**config.mk**
```make
export PLATFORM = sky130hd
export DESIGN_NAME = mem_port_arbiter
export DESIGN_NICKNAME = d
export VERILOG_FILES = /design/src/rtl/mem_port_arbiter.sv
export SDC_FILE = /design/constraint.sdc
export NUM_CORES = 1
export LEC_CHECK = 0
export ABC_AREA = 1
export CAP_MARGIN = 0
export CORE_AREA = 2 2 146 105
export DETAILED_ROUTE_END_ITERATION = 10
export DIE_AREA = 0 0 148 107
export GPL_TIMING_DRIVEN = 0
export PLACE_DENSITY = 0.78
export SETUP_SLACK_MARGIN = 0.02
export SYNTH_ARGS = -nofsm -noshare
export SYNTH_HDL_FRONTEND = slang
export SYNTH_SLANG_ARGS = --single-unit
```
**constraint.sdc**
```tcl
create_clock -name clk -period 1.8 [get_ports clk]
set_input_delay 0.36 -clock clk [delete_from_list [all_inputs] [get_ports clk]]
set_output_delay 0.36 -clock clk [all_outputs]
set_load 0.02 [all_outputs]
```
**src/rtl/mem_port_arbiter.sv**
```systemverilog
// mem_port_arbiter
// Shares one single-ported memory between an instruction-fetch requester (IF)
// and a load/store requester (LS). LS normally wins; IF is forced through
// after STARVE_LIMIT consecutive LS grants taken while IF was waiting.
// A branch/jump flush during an in-flight fetch lets the memory access finish
// but suppresses its ack and result.
//
// Ports
//   clk, reset                      clock, synchronous active-high reset
//   if_req/if_addr/if_flush         fetch request, address, flush
//   if_ack/if_rdata                 fetch done pulse, fetched word
//   ls_req/ls_we/ls_addr/ls_wdata/  load/store request and fields
//   ls_wstrb
//   ls_ack/ls_rdata                 access done pulse, load data
//   mem_req/mem_we/mem_addr/        memory request side (held until mem_ready)
//   mem_wdata/mem_wstrb
//   mem_ready/mem_rdata             memory completion and read data
//
// State table
//   state    | meaning
//   IDLE     | no transaction; arbitrate on this edge
//   SERVE_IF | fetch in flight, waiting for mem_ready
//   SERVE_LS | load/store in flight, waiting for mem_ready
module mem_port_arbiter #(
  parameter int ADDR_W       = 32,
  parameter int DATA_W       = 32,
  parameter int STARVE_LIMIT = 3
) (
  input  logic              clk,
  input  logic              reset,
  input  logic              if_req,
  input  logic [ADDR_W-1:0] if_addr,
  input  logic              if_flush,
  output logic              if_ack,
  output logic [DATA_W-1:0] if_rdata,
  input  logic              ls_req,
  input  logic              ls_we,
  input  logic [ADDR_W-1:0] ls_addr,
  input  logic [DATA_W-1:0] ls_wdata,
  input  logic [3:0]        ls_wstrb,
  output logic              ls_ack,
  output logic [DATA_W-1:0] ls_rdata,
  output logic              mem_req,
  output logic              mem_we,
  output logic [ADDR_W-1:0] mem_addr,
  output logic [DATA_W-1:0] mem_wdata,
  output logic [3:0]        mem_wstrb,
  input  logic              mem_ready,
  input  logic [DATA_W-1:0] mem_rdata
);

  localparam logic [1:0] IDLE     = 2'd0;
  localparam logic [1:0] SERVE_IF = 2'd1;
  localparam logic [1:0] SERVE_LS = 2'd2;

  localparam logic [3:0] LIMIT = STARVE_LIMIT[3:0];

  logic [1:0]        state_q,      state_d;
  logic [3:0]        starve_cnt_q, starve_cnt_d;
  logic              drop_q,       drop_d;
  logic              mem_req_q,    mem_req_d;
  logic              mem_we_q,     mem_we_d;
  logic [ADDR_W-1:0] mem_addr_q,   mem_addr_d;
  logic [DATA_W-1:0] mem_wdata_q,  mem_wdata_d;
  logic [3:0]        mem_wstrb_q,  mem_wstrb_d;
  logic              if_ack_q,     if_ack_d;
  logic [DATA_W-1:0] if_rdata_q,   if_rdata_d;
  logic              ls_ack_q,     ls_ack_d;
  logic [DATA_W-1:0] ls_rdata_q,   ls_rdata_d;

  logic if_waiting;
  logic if_elig;
  logic ls_elig;
  logic grant_ls;
  logic grant_if;

  // A requester still seeing its ack is finishing the previous access, so it
  // is not re-granted in the bubble cycle.
  assign if_waiting = if_req & ~if_flush;
  assign if_elig    = if_waiting & ~if_ack_q;
  assign ls_elig    = ls_req & ~ls_ack_q;
  assign grant_ls   = ls_elig & (~if_elig | (starve_cnt_q != LIMIT));
  assign grant_if   = if_elig & ~grant_ls;

  always_comb begin
    state_d      = state_q;
    starve_cnt_d = starve_cnt_q;
    drop_d       = drop_q;
    mem_req_d    = mem_req_q;
    mem_we_d     = mem_we_q;
    mem_addr_d   = mem_addr_q;
    mem_wdata_d  = mem_wdata_q;
    mem_wstrb_d  = mem_wstrb_q;
    if_ack_d     = 1'b0;
    if_rdata_d   = if_rdata_q;
    ls_ack_d     = 1'b0;
    ls_rdata_d   = ls_rdata_q;

    case (state_q)
      IDLE: begin
        if (grant_ls) begin
          state_d     = SERVE_LS;
          mem_req_d   = 1'b1;
          mem_we_d    = ls_we;
          mem_addr_d  = ls_addr;
          mem_wdata_d = ls_wdata;
          mem_wstrb_d = ls_we ? ls_wstrb : 4'd0;
          // Saturate at the limit so a grant taken while IF sits in its ack
          // cycle cannot push the count past the forcing point.
          if (!if_waiting)
            starve_cnt_d = 4'd0;
          else if (starve_cnt_q != LIMIT)
            starve_cnt_d = starve_cnt_q + 4'd1;
        end else if (grant_if) begin
          state_d      = SERVE_IF;
          mem_req_d    = 1'b1;
          mem_we_d     = 1'b0;
          mem_addr_d   = if_addr;
          mem_wstrb_d  = 4'd0;
          starve_cnt_d = 4'd0;
        end else if (!if_req) begin
          starve_cnt_d = 4'd0;
        end
      end

      SERVE_IF: begin
        if (mem_ready) begin
          state_d   = IDLE;
          mem_req_d = 1'b0;
          drop_d    = 1'b0;
          // A flush arriving in the completion cycle still kills the result.
          if (!(drop_q | if_flush)) begin
            if_ack_d   = 1'b1;
            if_rdata_d = mem_rdata;
          end
        end else if (if_flush) begin
          drop_d = 1'b1;
        end
      end

      SERVE_LS: begin
        if (mem_ready) begin
          state_d   = IDLE;
          mem_req_d = 1'b0;
          ls_ack_d  = 1'b1;
          if (!mem_we_q)
            ls_rdata_d = mem_rdata;
        end
      end

      default: begin
        state_d   = IDLE;
        mem_req_d = 1'b0;
      end
    endcase
  end

  always_ff @(posedge clk) begin
    if (reset) begin
      state_q      <= IDLE;
      starve_cnt_q <= 4'd0;
      drop_q       <= 1'b0;
      mem_req_q    <= 1'b0;
      mem_we_q     <= 1'b0;
      mem_addr_q   <= '0;
      mem_wdata_q  <= '0;
      mem_wstrb_q  <= 4'd0;
      if_ack_q     <= 1'b0;
      if_rdata_q   <= '0;
      ls_ack_q     <= 1'b0;
      ls_rdata_q   <= '0;
    end else begin
      state_q      <= state_d;
      starve_cnt_q <= starve_cnt_d;
      drop_q       <= drop_d;
      mem_req_q    <= mem_req_d;
      mem_we_q     <= mem_we_d;
      mem_addr_q   <= mem_addr_d;
      mem_wdata_q  <= mem_wdata_d;
      mem_wstrb_q  <= mem_wstrb_d;
      if_ack_q     <= if_ack_d;
      if_rdata_q   <= if_rdata_d;
      ls_ack_q     <= ls_ack_d;
      ls_rdata_q   <= ls_rdata_d;
    end
  end

  assign if_ack    = if_ack_q;
  assign if_rdata  = if_rdata_q;
  assign ls_ack    = ls_ack_q;
  assign ls_rdata  = ls_rdata_q;
  assign mem_req   = mem_req_q;
  assign mem_we    = mem_we_q;
  assign mem_addr  = mem_addr_q;
  assign mem_wdata = mem_wdata_q;
  assign mem_wstrb = mem_wstrb_q;

endmodule

```
[After elaboration in Yosys (flattened, before gate mapping)]
Index checks and enable logic that the tools add are counted.
Storage, ports and cells
  register bits: 143
  logic and storage cells: 74
  input bits: 139
Operators by class
  mux-type cells: 24
  add/subtract/negate cells: 1
  reductions and logical operators: 13
  equal/unequal tests: 7
  bitwise logic cells: 17
Operators with widths (count)
  32-bit 2-to-1 mux: 2
  4-bit 2-to-1 mux: 8
  1-bit NOT: 10
  1-bit 2-to-1 mux: 9
  3-bit AND reduction: 3
  2-bit AND reduction: 4
  2-bit 2-to-1 mux: 3
  1-bit AND: 5
  4-bit by 1-bit adder with 4-bit output, second input constant: 1
  4-bit by 2-bit inequality test with 1-bit output, second input constant: 1
  2-bit one-hot mux with 2 select lines: 1
  2-bit nonzero test: 2
  2-bit OR reduction: 2
  3-bit by 1-bit inequality test with 1-bit output, second input constant: 1
  3-bit by 2-bit inequality test with 1-bit output, second input constant: 1
  3-bit inequality test, second input constant: 1
  3-bit OR reduction: 1
  2-bit by 1-bit equality test with 1-bit output, second input constant: 1
  2-bit equality test, second input constant: 1
  2-bit logical NOT: 1
  2-bit by 1-bit inequality test with 1-bit output, second input constant: 1
  1-bit OR: 2
  1-bit one-hot mux with 2 select lines: 1

[Logic depth before layout (Yosys ltp)]
Gate-level depths: netlist of the first run.
  word-level depth: 11
  mapped depth: 12
  gate-level depth less buffers: 10

[Worst setup path after synthesis of the first run]
OpenSTA, ideal clock, no wires.
  path kind: register to register
  from: register starve_cnt_q[0]
  to: register mem_addr_q[26], in the netlist mem_addr[26]
  cell stages (with the launch flop): 13
  arrival time: 1.364 ns
  setup time: 0.109 ns
  slack: 0.327 ns
  path buffers: 2
  data required time: 1.691 ns
  path through: dfxtp_1 -> ha_1 -> nand2_1 -> nor2_2 -> nand2_4 -> nand2_4 -> inv_4 -> buf_6 -> buf_6 -> nand2_1 -> nand3_1 -> nand2_1 -> inv_1
On the way
  longest elaborated chain between the ends: 7
  elaborated cells on any way between the ends: 8
RTL lines
  start, declared: RTL line 59  | logic [3:0] starve_cnt_q, starve_cnt_d;
  start signal, assigned: RTL line 174  | starve_cnt_q <= starve_cnt_d;
  4-bit by 2-bit inequality test with 1-bit output *: RTL line 82  | assign grant_ls = ls_elig & (~if_elig | (starve_cnt_q != LIMIT));
  1-bit OR *: RTL line 82
  1-bit AND *: RTL line 82
  1-bit NOT: RTL line 83  | assign grant_if = if_elig & ~grant_ls;
  1-bit AND: RTL line 83
  2-bit nonzero test (no line)
  2-bit AND reduction (no line)
  end signal, assigned: RTL line 178  | mem_addr_q <= mem_addr_d;
  end, declared: RTL line 63  | logic [ADDR_W-1:0] mem_addr_q, mem_addr_d;
Mark *: on every way between the ends. The rest lies on a longest branch, timed or not.
A chain may end at the register's enable or synchronous reset.

[Final worst setup path of the first run]
  from: register mem_req_q, in the netlist mem_req
  to: output mem_req
RTL lines
  start, declared: RTL line 61  | logic mem_req_q, mem_req_d;
  start signal, assigned: RTL line 176  | mem_req_q <= mem_req_d;
  end, declared: RTL line 43  | output logic mem_req,
No word-level cell between the ends.

==> results of run 1 <==
-- flip-flops by register name (all words and copies together) (netlist names) --
name / cells
mem_req: 1
if_ack: 1
drop_q: 1
starve_cnt_q: 4
state_q: 2
if_rdata: 32
mem_wdata: 32
mem_addr: 32
ls_ack: 1
mem_wstrb: 4
ls_rdata: 32
mem_we: 1
-- stage by stage --
step | setup slack, ps | total power [mW] | hold slack, ps | cells | area (um2)
after global placement | -317 | 5.60 | 449 | 1282 | 8810
after detailed placement | -318 | 5.62 | 451 | 1282 | 8810
after floorplan | 327 | 4.63 | 456 | 814 | 5830
after global routing | -1.58 | 9.50 | 470 | 1314 | 9510
after CTS | 24.1 | 9.14 | 461 | 1314 | 9390
final | 47.8 | 9.05 | 458 | 1314 | 9510
-- routing by layer --
layer,vias to the layer above,share of wire (%),GRT usage [%]
li1,3151,-,-
met1,2796,43,29.7
met5,-,0,0
met2,216,46,38.3
met3,16,9.5,9.45
met4,0,1.0,5.58
-- cells by family (layout without fill, tap and decap cells) --
group           after synthesis  after routing  synth area share [%]
fa+ha+maj                     4              4                 0.858
buf+inv                     104            409                  8.26
flops                       143            143                  49.1
xor+xnor                      1              1                 0.150
compound gates              108            108                  9.33
simple gates                454            454                  32.3
-- Yosys cell counts --
cell / n
nor2_1: 210
nand2_1: 160
dfxtp_1: 143
o21ai_0: 63
nand3_1: 62
a21oi_1: 43
inv_1: 41
clkbuf_1: 26
buf_2: 14
nand3_2: 10
inv_2: 8
buf_6: 7
ha_1: 4
buf_1: 3
nand2_2: 3
nand4_1: 3
buf_4: 2
nand2_4: 2
nor2_2: 2
a31o_2: 1
buf_8: 1
clkinv_1: 1
inv_4: 1
nand3b_1: 1
nor3_1: 1
o21ai_1: 1
xor2_1: 1
-- worst reg2reg max path: cells and delay by family, from the launching register on --
family | cells | cell delay [ps]
flip-flops | 1 | 380
AND/OR/NAND/NOR | 7 | 610
buffers and inverters | 4 | 370
adder cells (fa/ha/maj) | 1 | 200
-- power by group --
part	internal [mW]	switching, mW
registers	3.41	0.128
logic	0.947	1.07
clock network	2.06	1.43
-- path summary, 6_finish.rpt --
path | from | end | slack, ps | cells past startpoint
max | mem_req | mem_req | 50 | 1
min | mem_wdata[11] | mem_wdata[11] | 460 | 2
max reg2reg | starve_cnt_q[1] | mem_addr[28] | 130 | 12
min reg2reg | mem_wdata[11] | mem_wdata[11] | 460 | 2
-- cell type report --
type                            instances  share of cell area, %
Sequential cell                       143                   30.1
Timing Repair Buffer                  273                   29.6
Multi-Input combinational cell        567                   26.3
Clock buffer                           18                   4.51
Buffer                                 53                   3.16
Tap cell                              195                   2.57
Inverter                               51                   2.07
Clock inverter                         14                   1.63
-- repair_timing --
item | CTS | global route
resized for setup | 6 | 57
hold buffers | 0 | 0
hold endpoints to repair | 0 | 0
setup endpoints to repair | 6 | 143
pin swaps | 0 | 0
gates cloned | 0 | 0
==> metrics, run 1 <==
Total Nets Final=1249; final setup fails=0; post-route setup TNS=0 ps; setup bufs post-CTS=0; Routability Congestion=0.854; largest net degree at the start of global routing=17; Wirelength per Cell=14.4 um; CTS tree=yes; Layout fillers=1268; # port buffers=273; Synth cell types=27; Max Cap Viol=0; Reg area=0.00286 mm2; unrepaired setup endpoints after global routing=yes; slowest cell delay on critical path=640 ps; H-tree depth=4; Final HPWL DP=14.0 mm; final worst path period share=97.3%; Worst Path Arrival=1390 ps; worst hold path class=reg -> reg; Crit Path Class=reg -> out; Syn Nets=957; cell family with most CP delay=buffers and inverters; vias in the first global route=5791; Buffers & Inverters on Critical Path=1; Worst setup EP type=output port; status=finished clean; Required @ worst endpoint=1440 ps; post-route ant nets=0; startpoint types=flip-flop; clk root buf=clkbuf_16; clock period minus worst slack=1750 ps; grt ovf=0; Yosys top cell area share=49.1%; initial antenna violation count=0; Fmax=571 MHz; Initial Utilization=40.4%; sequential element share of the synthesized area=49.1%; clock latency on the worst-skew pair=420 ps; via count=6179; yosys warns=0; Pwr Density=952 mW/mm2; diodes inserted=0; CP Max Fanout=2; Slew headroom=63.3%; most common cell after layout, fill and taps aside=clkdlybuf4s50_1; DRC Markers=0; most frequent cells in the layout=clkdlybuf4s50_1, nor2_1, nand2_1; Die Width=148 um; io pins=275; Core Util, Final=65.8%; worst vdd ir=0.000811 V; skew final=6.33 ps; Iter 0 DRT Violations=384; Pre-antenna DRT Iters=7; Cells after Synth=814; Fin. Hold Viols=0; Rows=37; Yosys top cell by area=dfxtp_1; share of cells above drive strength 1=8.13%; clk sinks=143; Post-Synthesis Cell Area=0.00583 mm2; GRT Resource Usage Total=23.7%; die height=107 um; multi-input logic area=0.00250 mm2; area grow syn2layout=63.0%; FF+latch count, synth=143; core box area=0.0144 mm2; vias per cell=4.70; Die Area=0.0158 mm2; Clk pin slew, worst setup/hold paths=60 ps; overall routed net length=18.9 mm; Mean Syn Cell Area=7.16 um2; Leak=4.64 nW; Clock Path Buffers=2; Worst path slowest cell=clkdlybuf4s50_1; Worst Tran Pin Value=550 ps; CP cell instances=clkdlybuf4s50_1; CTS buffer count=17; synth top area cells=dfxtp_1, nor2_1, nand2_1, o21ai_0, nand3_1; global-route wire length before repair=29.7 mm; Final Max Slew Viols=0
Note: power is estimated with default switching activity, not from simulation.
==> run 2: changes to the inputs <==
--- a/config.mk
+++ b/config.mk
@@ -7,11 +7,11 @@
 export LEC_CHECK = 0
 export ABC_AREA = 1
 export CAP_MARGIN = 0
-export CORE_AREA = 2 2 146 105
+export CORE_AREA = 2 2 154 111
 export DETAILED_ROUTE_END_ITERATION = 10
-export DIE_AREA = 0 0 148 107
+export DIE_AREA = 0 0 156 113
 export GPL_TIMING_DRIVEN = 0
-export PLACE_DENSITY = 0.78
+export PLACE_DENSITY = 0.74
 export SETUP_SLACK_MARGIN = 0.02
 export SYNTH_ARGS = -nofsm -noshare
 export SYNTH_HDL_FRONTEND = slang
==> constraint.sdc (replaced) <==
create_clock -name clk -period 1.5 [get_ports clk]
set_input_delay 0.3 -clock clk [delete_from_list [all_inputs] [get_ports clk]]
set_output_delay 0.3 -clock clk [all_outputs]
set_load 0.02 [all_outputs]
==> metrics, run 2 (synthesis gave the netlist of run 1 again) <==
status=finished, violations left; failing checks=negative setup slack; most common cell after layout, fill and taps aside=nor2_1; unrepaired setup endpoints after global routing=yes; Clock Path Buffers=2 (unchanged); largest net degree at the start of global routing=17 (unchanged); Routability Congestion=0.809 (-5.2%); final worst path period share=106%; DRC Markers=0 (unchanged); startpoint types=flip-flop; skew final=7.91 ps (+1.58 ps); RR Startpoint=starve_cnt_q[0]; CP Max Fanout=7 (+5); vias per cell=4.85 (+3.1%); Placed Instances=1292 (+0.78%); hold_sp=if_flush; Final WS setup=-87.3 ps (-135 ps); Final Max Slew Viols=0 (unchanged); Fmax=630 MHz; Slew headroom=51.7% (-12 points); worst vdd ir=0.000672 V (-17%); clk sinks=143 (unchanged); Initial Utilization=36.3% (-4.0 points); dpl ws=-545 ps (-227 ps); CTS tree=yes; Wirelength per Cell=17.3 um (+21%); diodes inserted=0 (unchanged); via count=6593 (+6.7%); most frequent cells in the layout=nor2_1, dfxtp_1, clkdlybuf4s50_1; Total Nets Final=1285 (+2.9%); Worst R2R Path Depth=11 (-1); clock latency on the worst-skew pair=420 ps (about the same); Worst Path Arrival=1930 ps (+540 ps); post-route setup TNS=-2040 ps (-2040 ps); Final Non-Filler Cells=1360 (+3.5%); area grow syn2layout=90.0%; Max Cap Viol=0 (unchanged); Worst Tran Pin Value=725 ps (+174 ps); io pins=275 (unchanged); Final HPWL DP=14.5 mm (+3.4%); post-route ant nets=0 (unchanged); Required @ worst endpoint=1840 ps (+400 ps); share of cells above drive strength 1=29.0% (+21 points); Crit Path Class=reg -> reg; global-route wire length before repair=32.9 mm (+11%); worst hold path class=in -> reg; Pre-antenna DRT Iters=4 (-3); Worst setup EP type=flip-flop; Clk pin slew, worst setup/hold paths=60 ps (about the same); initial antenna violation count=0 (unchanged); H-tree depth=4 (unchanged); grt ovf=0 (unchanged); core box area=0.0161 mm2 (+11%); Hold EP=drop_q; Iter 0 DRT Violations=475 (+24%); Hold Crit Depth=3 (+1); FF-to-FF setup slack=-90 ps (-220 ps); clock period minus worst slack=1590 ps; CTS buffer count=17 (unchanged); die height=113 um (+5.6%); GRT Resource Usage Total=23.9% (+0.22 points); clk root buf=clkbuf_16; RR Endpoint=mem_wdata[1]; Total Power=11.8 mW (+31%); # port buffers=273 (unchanged); Fin. Hold Viols=0 (unchanged); overall routed net length=23.5 mm (+25%); Die Area=0.0176 mm2 (+11%); vias in the first global route=6269 (+8.3%); Die Width=156 um (+5.4%); Rows=39 (+5.4%); Leak=5.32 nW (+15%); Pwr Density=1070 mW/mm2 (+12%); final setup fails=47 (+47)
## run 2: changes by cell type in the layout (fill, tap and decap cells not counted), moves of 15 or more
cell and change:
a21oi_1 -30, a21oi_2 +30, buf_4 +21, clkdlybuf4s50_1 -95
dlygate4sd2_1 +117, dlymetal6s2s_1 -36, nand2_1 -81, nand2_2 +26
nand2_4 +52, nand3_1 -55, nand3_2 +40, nand3_4 +15
## run 2: per-layer routing
layer	wire [um]	global-route usage, %	up-vias
met4	538	8.07	0
met1	10000	29.6	3084
met3	1860	8.20	46
met2	11100	39.1	231
li1	-	-	3232
met5	0	0	-
## run 2: critical path, stage by stage (launching register included)
cell	delay, ps
dfxtp_2	350
ha_4	150
nand2_4	50
nor2_4	100
nand2_4	80
nand2_8	90
inv_8	40
buf_12	150
nand2_8	130
buf_8	140
nand2_1	70
a21oi_1	140
## run 2: where the power goes
part	internal [mW]	switching [mW]
combinational	1.43	1.74
sequential	4.10	0.183
clock	2.66	1.71
total	8.19	3.63
## run 2: worst max path at each step
stage	slack, ps	depth (start not counted)	start	endpoint
after floorplan	30	12	starve_cnt_q[0]	mem_addr[26]
after global placement	-540	7	mem_ready	ls_rdata[30]
after detailed placement	-540	8	mem_ready	if_rdata[19]
after CTS	-110	13	starve_cnt_q[1]	mem_addr[26]
after global routing	-170	11	starve_cnt_q[1]	mem_wdata[1]
final	-90	11	starve_cnt_q[0]	mem_wdata[1]
## run 2: layout make-up
cell class,count,area (um2)
buffer,52,473
clock buffer,19,443
multi-input combinational,567,3560
fill,1257,4980
timing repair buffer,310,3090
inverter,51,214
clock inverter,13,161
sequential,143,2870
tap,205,256
## run 2: timing repair
action | CTS | global route
gates cloned | 9 | 4
buffers inserted | 19 | 8
hold buffers | 0 | 0
setup endpoints to repair | 270 | 147
resized for setup | 308 | 238
pin swaps | 56 | 76
## run 2: stage by stage
step | hold slack [ps] | utilization [%] | cell area (um2)
floorplan | 435 | - | 5830
global placement | 450 | 54.9 | 8820
detailed placement | 450 | 54.9 | 8820
CTS | 366 | 63.7 | 10200
global route | 386 | 69.0 | 11100
finish | 385 | 69.0 | 11100
